===== config.mk =====
export PLATFORM = sky130hd
export DESIGN_NAME = mc_control_flat
export DESIGN_NICKNAME = d
export VERILOG_FILES = /design/src/rtl/mc_control_if.sv /design/src/rtl/mc_control.sv /design/src/flat_wrapper.sv
export SDC_FILE = /design/constraint.sdc
export NUM_CORES = 1
export LEC_CHECK = 0
export CORE_MARGIN = 5
export CORE_UTILIZATION = 25
export DETAILED_ROUTE_END_ITERATION = 10
export HOLD_SLACK_MARGIN = 0.15
export PLACE_DENSITY = 0.57
export REMOVE_ABC_BUFFERS = 1
export SYNTH_ARGS = -nofsm -noshare
export SYNTH_HDL_FRONTEND = slang
export SYNTH_SLANG_ARGS = --single-unit

===== constraint.sdc =====
create_clock -name Clock -period 1.9 [get_ports Clock]
set_input_delay 0.38 -clock Clock [delete_from_list [all_inputs] [get_ports Clock]]
set_output_delay 0.38 -clock Clock [all_outputs]
set_load 0.005 [all_outputs]

===== src/rtl/mc_control_if.sv =====
// Bundle of the multicycle controller's datapath-facing signals.
// master: the controller (consumes datapath status, drives controls).
// slave:  the datapath / instruction register side.
interface mc_control_if;
    logic [5:0]  Opcode;
    logic        Zero;
    logic        MemReady;

    logic        PCWrite;
    logic        PCWriteCond;
    logic        PCEn;
    logic        IorD;
    logic        MemRead;
    logic        MemWrite;
    logic        MemtoReg;
    logic        IRWrite;
    logic        RegDst;
    logic        RegWrite;
    logic        ALUSrcA;
    logic [1:0]  ALUSrcB;
    logic [1:0]  ALUOp;
    logic [1:0]  PCSource;

    logic [3:0]  State;
    logic        IllegalOp;
    logic [15:0] Retired;

    modport master (
        input  Opcode, Zero, MemReady,
        output PCWrite, PCWriteCond, PCEn, IorD, MemRead, MemWrite,
               MemtoReg, IRWrite, RegDst, RegWrite, ALUSrcA,
               ALUSrcB, ALUOp, PCSource, State, IllegalOp, Retired
    );

    modport slave (
        output Opcode, Zero, MemReady,
        input  PCWrite, PCWriteCond, PCEn, IorD, MemRead, MemWrite,
               MemtoReg, IRWrite, RegDst, RegWrite, ALUSrcA,
               ALUSrcB, ALUOp, PCSource, State, IllegalOp, Retired
    );
endinterface


===== src/rtl/mc_control.sv =====
// Moore-style control FSM for a multicycle MIPS subset (lw, sw, R-type,
// beq, j, addi) with a memory-ready handshake and a retired-instruction
// counter. Only the FETCH write strobes and the DECODE illegal flag look
// at live inputs; everything else is a pure function of the state.
module mc_control (
    input  logic         Clock,
    input  logic         Reset,
    mc_control_if.master bus
);

    localparam logic [3:0] ST_RST     = 4'hF;
    localparam logic [3:0] ST_FETCH   = 4'h0;
    localparam logic [3:0] ST_DECODE  = 4'h1;
    localparam logic [3:0] ST_MEMADR  = 4'h2;
    localparam logic [3:0] ST_MEMRD   = 4'h3;
    localparam logic [3:0] ST_MEMWB   = 4'h4;
    localparam logic [3:0] ST_MEMWR   = 4'h5;
    localparam logic [3:0] ST_EXEC    = 4'h6;
    localparam logic [3:0] ST_RTYPEWB = 4'h7;
    localparam logic [3:0] ST_BRANCH  = 4'h8;
    localparam logic [3:0] ST_JUMP    = 4'h9;
    localparam logic [3:0] ST_ADDIEX  = 4'hA;
    localparam logic [3:0] ST_ADDIWB  = 4'hB;

    localparam logic [5:0] OP_RTYPE = 6'b000000;
    localparam logic [5:0] OP_LW    = 6'b100011;
    localparam logic [5:0] OP_SW    = 6'b101011;
    localparam logic [5:0] OP_BEQ   = 6'b000100;
    localparam logic [5:0] OP_J     = 6'b000010;
    localparam logic [5:0] OP_ADDI  = 6'b001000;

    logic [3:0]  state_q, state_d;
    logic [15:0] retired_q, retired_d;
    logic        retire;

    // Next-state selection; the opcode is only consulted in DECODE and MEMADR.
    always_comb begin
        state_d = state_q;
        case (state_q)
            ST_RST:     state_d = ST_FETCH;
            ST_FETCH:   state_d = bus.MemReady ? ST_DECODE : ST_FETCH;
            ST_DECODE: begin
                case (bus.Opcode)
                    OP_RTYPE:     state_d = ST_EXEC;
                    OP_LW, OP_SW: state_d = ST_MEMADR;
                    OP_BEQ:       state_d = ST_BRANCH;
                    OP_J:         state_d = ST_JUMP;
                    OP_ADDI:      state_d = ST_ADDIEX;
                    default:      state_d = ST_FETCH;
                endcase
            end
            ST_MEMADR:  state_d = (bus.Opcode == OP_SW) ? ST_MEMWR : ST_MEMRD;
            ST_MEMRD:   state_d = bus.MemReady ? ST_MEMWB : ST_MEMRD;
            ST_MEMWB:   state_d = ST_FETCH;
            ST_MEMWR:   state_d = bus.MemReady ? ST_FETCH : ST_MEMWR;
            ST_EXEC:    state_d = ST_RTYPEWB;
            ST_RTYPEWB: state_d = ST_FETCH;
            ST_BRANCH:  state_d = ST_FETCH;
            ST_JUMP:    state_d = ST_FETCH;
            ST_ADDIEX:  state_d = ST_ADDIWB;
            ST_ADDIWB:  state_d = ST_FETCH;
            default:    state_d = ST_FETCH;
        endcase
    end

    // An instruction retires on the edge that leaves its final state.
    always_comb begin
        retire = 1'b0;
        case (state_q)
            ST_MEMWB, ST_RTYPEWB, ST_BRANCH, ST_JUMP, ST_ADDIWB: retire = 1'b1;
            ST_MEMWR: retire = bus.MemReady;
            default:  retire = 1'b0;
        endcase
        retired_d = retire ? retired_q + 16'd1 : retired_q;
    end

    // State and counter registers; reset parks the FSM in RST with a clear count.
    always_ff @(posedge Clock or negedge Reset) begin
        if (!Reset) begin
            state_q   <= ST_RST;
            retired_q <= 16'h0000;
        end else begin
            state_q   <= state_d;
            retired_q <= retired_d;
        end
    end

    // Control decode: everything defaults low, each state raises only its own strobes.
    always_comb begin
        bus.PCWrite     = 1'b0;
        bus.PCWriteCond = 1'b0;
        bus.IorD        = 1'b0;
        bus.MemRead     = 1'b0;
        bus.MemWrite    = 1'b0;
        bus.MemtoReg    = 1'b0;
        bus.IRWrite     = 1'b0;
        bus.RegDst      = 1'b0;
        bus.RegWrite    = 1'b0;
        bus.ALUSrcA     = 1'b0;
        bus.ALUSrcB     = 2'b00;
        bus.ALUOp       = 2'b00;
        bus.PCSource    = 2'b00;
        bus.IllegalOp   = 1'b0;
        case (state_q)
            ST_FETCH: begin
                bus.MemRead = 1'b1;
                bus.ALUSrcB = 2'b01;
                bus.IRWrite = bus.MemReady;
                bus.PCWrite = bus.MemReady;
            end
            ST_DECODE: begin
                bus.ALUSrcB = 2'b11;
                case (bus.Opcode)
                    OP_RTYPE, OP_LW, OP_SW, OP_BEQ, OP_J, OP_ADDI: bus.IllegalOp = 1'b0;
                    default: bus.IllegalOp = 1'b1;
                endcase
            end
            ST_MEMADR: begin
                bus.ALUSrcA = 1'b1;
                bus.ALUSrcB = 2'b10;
            end
            ST_MEMRD: begin
                bus.MemRead = 1'b1;
                bus.IorD    = 1'b1;
            end
            ST_MEMWB: begin
                bus.MemtoReg = 1'b1;
                bus.RegWrite = 1'b1;
            end
            ST_MEMWR: begin
                bus.MemWrite = 1'b1;
                bus.IorD     = 1'b1;
            end
            ST_EXEC: begin
                bus.ALUSrcA = 1'b1;
                bus.ALUOp   = 2'b10;
            end
            ST_RTYPEWB: begin
                bus.RegDst   = 1'b1;
                bus.RegWrite = 1'b1;
            end
            ST_BRANCH: begin
                bus.ALUSrcA     = 1'b1;
                bus.ALUOp       = 2'b01;
                bus.PCWriteCond = 1'b1;
                bus.PCSource    = 2'b01;
            end
            ST_JUMP: begin
                bus.PCWrite  = 1'b1;
                bus.PCSource = 2'b10;
            end
            ST_ADDIEX: begin
                bus.ALUSrcA = 1'b1;
                bus.ALUSrcB = 2'b10;
            end
            ST_ADDIWB: begin
                bus.RegWrite = 1'b1;
            end
            default: begin
                bus.IllegalOp = 1'b0;
            end
        endcase
    end

    // PC enable merges the unconditional and the zero-qualified branch write.
    assign bus.PCEn    = bus.PCWrite | (bus.PCWriteCond & bus.Zero);
    assign bus.State   = state_q;
    assign bus.Retired = retired_q;

endmodule


===== src/flat_wrapper.sv =====
// flat-port wrapper written by rule: the top's interface ports become plain ports
module mc_control_flat 
  (Clock, Reset, bus_Opcode, bus_Zero, bus_MemReady, bus_PCWrite, bus_PCWriteCond, bus_PCEn, bus_IorD, bus_MemRead, bus_MemWrite, bus_MemtoReg, bus_IRWrite, bus_RegDst, bus_RegWrite, bus_ALUSrcA, bus_ALUSrcB, bus_ALUOp, bus_PCSource, bus_State, bus_IllegalOp, bus_Retired);
  mc_control_if bus_i ();
  input  logic Clock;
  input  logic Reset;
  input wire logic [$bits(bus_i.Opcode)-1:0] bus_Opcode;
  input wire logic [$bits(bus_i.Zero)-1:0] bus_Zero;
  input wire logic [$bits(bus_i.MemReady)-1:0] bus_MemReady;
  output wire logic [$bits(bus_i.PCWrite)-1:0] bus_PCWrite;
  output wire logic [$bits(bus_i.PCWriteCond)-1:0] bus_PCWriteCond;
  output wire logic [$bits(bus_i.PCEn)-1:0] bus_PCEn;
  output wire logic [$bits(bus_i.IorD)-1:0] bus_IorD;
  output wire logic [$bits(bus_i.MemRead)-1:0] bus_MemRead;
  output wire logic [$bits(bus_i.MemWrite)-1:0] bus_MemWrite;
  output wire logic [$bits(bus_i.MemtoReg)-1:0] bus_MemtoReg;
  output wire logic [$bits(bus_i.IRWrite)-1:0] bus_IRWrite;
  output wire logic [$bits(bus_i.RegDst)-1:0] bus_RegDst;
  output wire logic [$bits(bus_i.RegWrite)-1:0] bus_RegWrite;
  output wire logic [$bits(bus_i.ALUSrcA)-1:0] bus_ALUSrcA;
  output wire logic [$bits(bus_i.ALUSrcB)-1:0] bus_ALUSrcB;
  output wire logic [$bits(bus_i.ALUOp)-1:0] bus_ALUOp;
  output wire logic [$bits(bus_i.PCSource)-1:0] bus_PCSource;
  output wire logic [$bits(bus_i.State)-1:0] bus_State;
  output wire logic [$bits(bus_i.IllegalOp)-1:0] bus_IllegalOp;
  output wire logic [$bits(bus_i.Retired)-1:0] bus_Retired;
  assign bus_i.Opcode = bus_Opcode;
  assign bus_i.Zero = bus_Zero;
  assign bus_i.MemReady = bus_MemReady;
  assign bus_PCWrite = bus_i.PCWrite;
  assign bus_PCWriteCond = bus_i.PCWriteCond;
  assign bus_PCEn = bus_i.PCEn;
  assign bus_IorD = bus_i.IorD;
  assign bus_MemRead = bus_i.MemRead;
  assign bus_MemWrite = bus_i.MemWrite;
  assign bus_MemtoReg = bus_i.MemtoReg;
  assign bus_IRWrite = bus_i.IRWrite;
  assign bus_RegDst = bus_i.RegDst;
  assign bus_RegWrite = bus_i.RegWrite;
  assign bus_ALUSrcA = bus_i.ALUSrcA;
  assign bus_ALUSrcB = bus_i.ALUSrcB;
  assign bus_ALUOp = bus_i.ALUOp;
  assign bus_PCSource = bus_i.PCSource;
  assign bus_State = bus_i.State;
  assign bus_IllegalOp = bus_i.IllegalOp;
  assign bus_Retired = bus_i.Retired;
  mc_control u_core (.Clock(Clock), .Reset(Reset), .bus(bus_i));
endmodule

# Word level (Yosys, flattened, before mapping)
# Cells that the tools add are included.
[totals] word_cells=53 input_bits=10 register_bits=20 out_inout_bits=38
[op_classes] mux=22 n_eq_ne=16 n_addsub=1 bitwise_logic=2 reduce_logical=10
[ops] op="$pmux 4 s7" count=1
[ops] op="$pmux 4 s5" count=1
[ops] op="$add 16x1->16 const B" count=1
[ops] op="$eq 4x3->1 const B" count=4
[ops] op="$eq 4x4->1 const B" count=4
[ops] op="$eq 6x6->1 const B" count=2
[ops] op="$mux 1" count=12
[ops] op="$mux 3" count=3
[ops] op="$eq 4x2->1 const B" count=2
[ops] op="$pmux 2 s2" count=2
[ops] op="$reduce_or 2->1" count=4
[ops] op="$eq 6x2->1 const B" count=1
[ops] op="$eq 6x3->1 const B" count=1
[ops] op="$eq 6x4->1 const B" count=1
[ops] op="$logic_not 6->1" count=1
[ops] op="$pmux 2 s3" count=1
[ops] op="$reduce_or 6->1" count=1
[ops] op="$reduce_or 5->1" count=1
[ops] op="$eq 4x1->1 const B" count=1
[ops] op="$logic_not 4->1" count=1
[ops] op="$pmux 1 s2" count=2
[ops] op="$reduce_or 4->1" count=1
[ops] op="$reduce_or 3->1" count=1
[ops] op="$and 1x1->1" count=1
[ops] op="$or 1x1->1" count=1

# Logic depth before layout (Yosys ltp)
[depth] depth_word=4 ltp_mapped=7 mapped_depth_nobuf=5

# Worst setup path after synthesis
# Ideal clock, no wire load.
[synth_timing] path_kind="register -> register" start="register u_core.state_q[2] (netlist: u_core.bus.State[2])" end="register u_core.retired_q[8] (netlist: u_core.bus.Retired[8])" t_arrival_ps=1722 n_path_buf=2 required_time_ps=1776 slack_ps=54 stages_incl_launch_ff=8 setup_time_ps=124 period_less_slack_ps=1846 path_cell_list="dfstp_2 buf_2 nor2_1 a2111oi_4 and2_1 buf_6 nand4_2 xnor2_1"
[synth_via] elab_chain_cells=3 elab_cells_between_ends=8 cone_classes="6 x eq/ne; 1 x mux; 1 x reduce/logical"
[synth_lines] element="from (decl)" line_no="mc_control.sv:32" rtl="logic [3:0] state_q, state_d;"
[synth_lines] element="from (signal assigned)" line_no="mc_control.sv:83" rtl="state_q <= state_d;"
[synth_lines] element="$eq 4x3->1 or $eq 4x4->1 (tied branches)" line_no="mc_control.sv:69" rtl="case (state_q)"
[synth_lines] element="$reduce_or 5->1" line_no="mc_control.sv:69"
[synth_lines] element="$pmux 1 s2 *" line_no="mc_control.sv:69"
[synth_lines] element="to (signal assigned)" line_no="mc_control.sv:84" rtl="retired_q <= retired_d;"
[synth_lines] element="to (decl)" line_no="mc_control.sv:33" rtl="logic [15:0] retired_q, retired_d;"
# Mark *: on every way between the ends. The rest lies on a longest branch, timed or not.
# A chain may end at the register's enable or synchronous reset.

# Worst setup path in the final report
[layout_timing] start="input bus_Opcode[5]" end="register u_core.state_q[2] (netlist: u_core.bus.State[2])"
[layout_via] elab_chain_cells=4 elab_cells_between_ends=10 cone_classes="5 x eq/ne; 3 x mux; 2 x reduce/logical"
[layout_lines] element="from (decl)" line_no="flat_wrapper.sv:7" rtl="input wire logic [$bits(bus_i.Opcode)-1:0] bus_Opcode;"
[layout_lines] element="$eq 6x6->1, on equally long branches" line_no="mc_control.sv:43, mc_control.sv:52"
[layout_lines] element="$reduce_or 2->1" line_no="mc_control.sv:43" rtl="case (bus.Opcode)"
[layout_lines] element="$pmux 4 s5" line_no="mc_control.sv:43"
[layout_lines] element="$pmux 4 s7 *" line_no="mc_control.sv:39" rtl="case (state_q)"
[layout_lines] element="via u_core.state_d[2]" line_no="mc_control.sv:32"
# The timed path passes the listed nets; every way through them passes the cells marked *.

==> impl_metrics.ini <==
[critical_path]
cp.required_ns = 2.04
crit_path_frequent_cell = buf_4
arrival_ns = 2.17
cp_slowest_stage_delay_ns = 0.40
cpMaxStageDelayCell = or3_4
crit_path_end_kind = flip-flop
crit_path_max_fanout = 2
path_class = input pin to flip-flop
cp_cell_sequence = buf_6 > or3_4 > nor4_4 > buf_4 > buf_4 > buf_4 > buf_6 > buf_4 > buf_4 > buf_4 > nor3_1 > a2111oi_1
critPathLaunchType = input pin

[cells_and_area]
diodes = 0
fin_cells = 328
fill_cells = 448
nets = 270
area_growth_pct = 111
layout-drive-gt1-share_pct = 55.8
finalInstanceArea_sq_um = 2710

[timing]
slew_headroom_pct = 74.6
holdWs_ns = 0.404
worst_slack_ns = -0.121
max_freq_mhz = 495
fin_skew_ns = 0.00197
slew_viol_final = 0
period_share_pct = 106
finalHoldViolCount = 0
fin_crit_ns = 2.02
rsz0062_at_grt = yes
setup-violations-final = 13
tightestPinTransition_ns = 0.380
finalSetupTns_ns = -0.707

[yosys]
synthDistinctLibCells = 41
synth_warnings = 0
synth_top_family_by_area = simple AND/OR/NAND/NOR gates
synthSimpleGateAreaFrac_pct = 30.7
avgSynthCellArea_sq_um = 9.26
seq_area_frac_synth_pct = 39.3
synthMuxAreaShare_pct = 2.43
ys_ff_latch = 20
synthAdderAreaFrac_pct = 0.972
synth-compound-area-share_pct = 10.2
syn_inst = 139
syn_area_sq_um = 1290
synth_xor_area_share_pct = 11.6

[placement]
dp.cells = 292
routabilityCongestion = 0.781
hpwl_mm = 2.77
portBuffers = 47
dpl_cell_area_sq_um = 2130

[route]
wl_met1_mm = 1.88
dr.pass1.iters = 4
routed_via_density = 4.46
remaining_drc_errors = 0
ant_nets = 0
top_layer_used = met4
vias = 1463
dr_wl_met3_microns = 302
wl_mm = 4.36
met2_length_mm = 2.13
drt_iter0_markers = 37
wl_per_cell_microns = 13.3

[clock_tree]
cts.clk_slew.worst_paths_ns = 0.07
cts_buffers = 3
clockBufferDepth = 2
root_buffer = clkbuf_8
cts_hold_buf = 0
cts.sinks = 20
htree_levels = 1
tritoncts = built
clk_latency_ns = 0.26

[floorplan]
die_w_microns = 81.8
start_util_pct = 25.5
io_pins = 48
core_area_sq_um = 5040
die_height_microns = 81.8
die_area_sq_um = 6690
rows = 26

[global_routing]
antenna_found_initial = 0
grt_overflow = 0
grt_max_degree = 13
grt_pass1_vias = 1527
track_usage_pct = 13.2
grt_pass1_wl_mm = 7.02

[power_and_ir_drop]
p_per_area_nw_per_um2 = 922
leakage_nw = 1.31
total_power_mw = 2.50
vdd_drop_max_mv = 0.718

[run_status]
status = finished, violations left
violations = setup timing

[min_path]
hold_class = input pin to async pin

[job]
maxCapViolations = 0
area by class of cell:
class | instances | area, sq um | share of cell area, %
well taps | 70 | 87.6 | 3.23
inverters | 2 | 10.0 | 0.369
repair buffers | 124 | 1120 | 41.2
multi-input cells | 108 | 936 | 34.5
clock buffers | 4 | 55.1 | 2.03
flip-flops and latches | 20 | 505 | 18.6
worst max-delay path: cells and delay by family:
kind / cells / cell delay, ns
AOI/OAI and AO/OA: 1 / 0.32
and+or+nand+nor: 3 / 0.68
buffers and inverters: 8 / 0.78
final timing paths:
kind / depth (start not counted) / from / end / slack, ns
max: 12 / bus_Opcode[5] / u_core.bus.State[2]$_DFF_PN1_ / -0.12
max reg2reg: 7 / u_core.bus.State[3]$_DFF_PN1_ / u_core.bus.Retired[12]$_DFFE_PN0P_ / -0.05
min in group Clock: 1 / u_core.bus.Retired[15]$_DFFE_PN0P_ / u_core.bus.Retired[15]$_DFFE_PN0P_ / 0.48
min reg2reg: 1 / u_core.bus.Retired[15]$_DFFE_PN0P_ / u_core.bus.Retired[15]$_DFFE_PN0P_ / 0.48
max in group asynchronous: 2 / Reset / u_core.bus.Retired[12]$_DFFE_PN0P_ / 1.00
min: 1 / Reset / u_core.bus.Retired[13]$_DFFE_PN0P_ / 0.40
placed cells by master, fill, tap and decap left out, types with 3 or more instances in the layout:
master and count:
a21oi_2 3, clkbuf_8 4, buf_6 25, xnor2_1 9, nand2b_4 3, nor2_1 11
buf_4 53, nand3_1 4, nor2_2 3, nand2_2 3, dlymetal6s2s_1 5, dfstp_2 4
dfrtp_1 16, and3_1 6, o211ai_1 3, buf_2 8, nor3_1 6, clkdlybuf4s50_1 19
clkbuf_2 7, nor3_2 4, xor2_1 6, nand4_1 3, nand2_1 3
metal layers:
metal	GRT usage, %	vias up
li1	-	726
met1	17.3	684
met2	22.1	49
met3	2.41	4
met4	3.99	0
met5	0	-
logic make-up (layout without fill, tap and decap cells):
| family | after synthesis | in the layout |
|---|---|---|
| muxes | 3 | 3 |
| AOI/OAI and AO/OA | 17 | 17 |
| buffers and inverters | 11 | 130 |
| and+or+nand+nor | 70 | 70 |
| DFF | 20 | 20 |
| adders and majority gates | 1 | 1 |
| xor gates and xnor gates | 17 | 17 |
per-stage QoR:
| step | util [%] | setup slack [ns] |
|---|---|---|
| after floorplan | - | -0.0308 |
| after global placement | 42.2 | -0.601 |
| after detailed placement | 42.2 | -0.624 |
| after CTS | 50.0 | -0.237 |
| after global routing | 53.8 | -0.188 |
| final | 53.8 | -0.121 |
synthesized netlist by cell type, drive strengths merged:
cell type | n | area (sq um)
dfrtp | 16 | 400
nor2 | 16 | 60.1
nor3 | 11 | 55.1
xnor2 | 11 | 96.3
nand2 | 8 | 30.0
and3 | 7 | 48.8
buf | 7 | 47.6
nand3 | 6 | 30.0
xor2 | 6 | 52.6
a21oi | 5 | 25.0
nand4 | 5 | 43.8
dfstp | 4 | 105
nand2b | 4 | 25.0
and2 | 3 | 18.8
nor2b | 3 | 26.3
o211ai | 3 | 22.5
a2111oi | 2 | 36.3
clkbuf | 2 | 7.51
inv | 2 | 7.50
mux2i | 2 | 20.0
nor3b | 2 | 15.0
o21ai | 2 | 10.0
o22ai | 2 | 12.5
a21o | 1 | 7.51
a311oi | 1 | 8.76
ha | 1 | 12.5
mux2 | 1 | 11.3
nand3b | 1 | 7.51
nor4 | 1 | 6.26
nor4bb | 1 | 16.3
o2111ai | 1 | 8.76
or2 | 1 | 6.26
or3 | 1 | 6.26
timing repair:
| action | in CTS | in global routing |
|---|---|---|
| hold endpoints to repair | 0 | 0 |
| gates cloned | 1 | 0 |
| gates resized for setup | 89 | 71 |
| buffers inserted | 24 | 12 |
| endpoints found under the setup margin | 30 | 29 |
| pin swaps | 9 | 21 |
power by group:
part           internal [mW]  switching (mW)
sequential             0.508           0.124
combinational          0.905           0.644
clock                  0.184           0.137
flip-flops by register name, summed over array words and instances (netlist names):
name,cells
u_core.bus.State,4
u_core.bus.Retired,16
No activity file was read; power rests on OpenSTA's default activity.
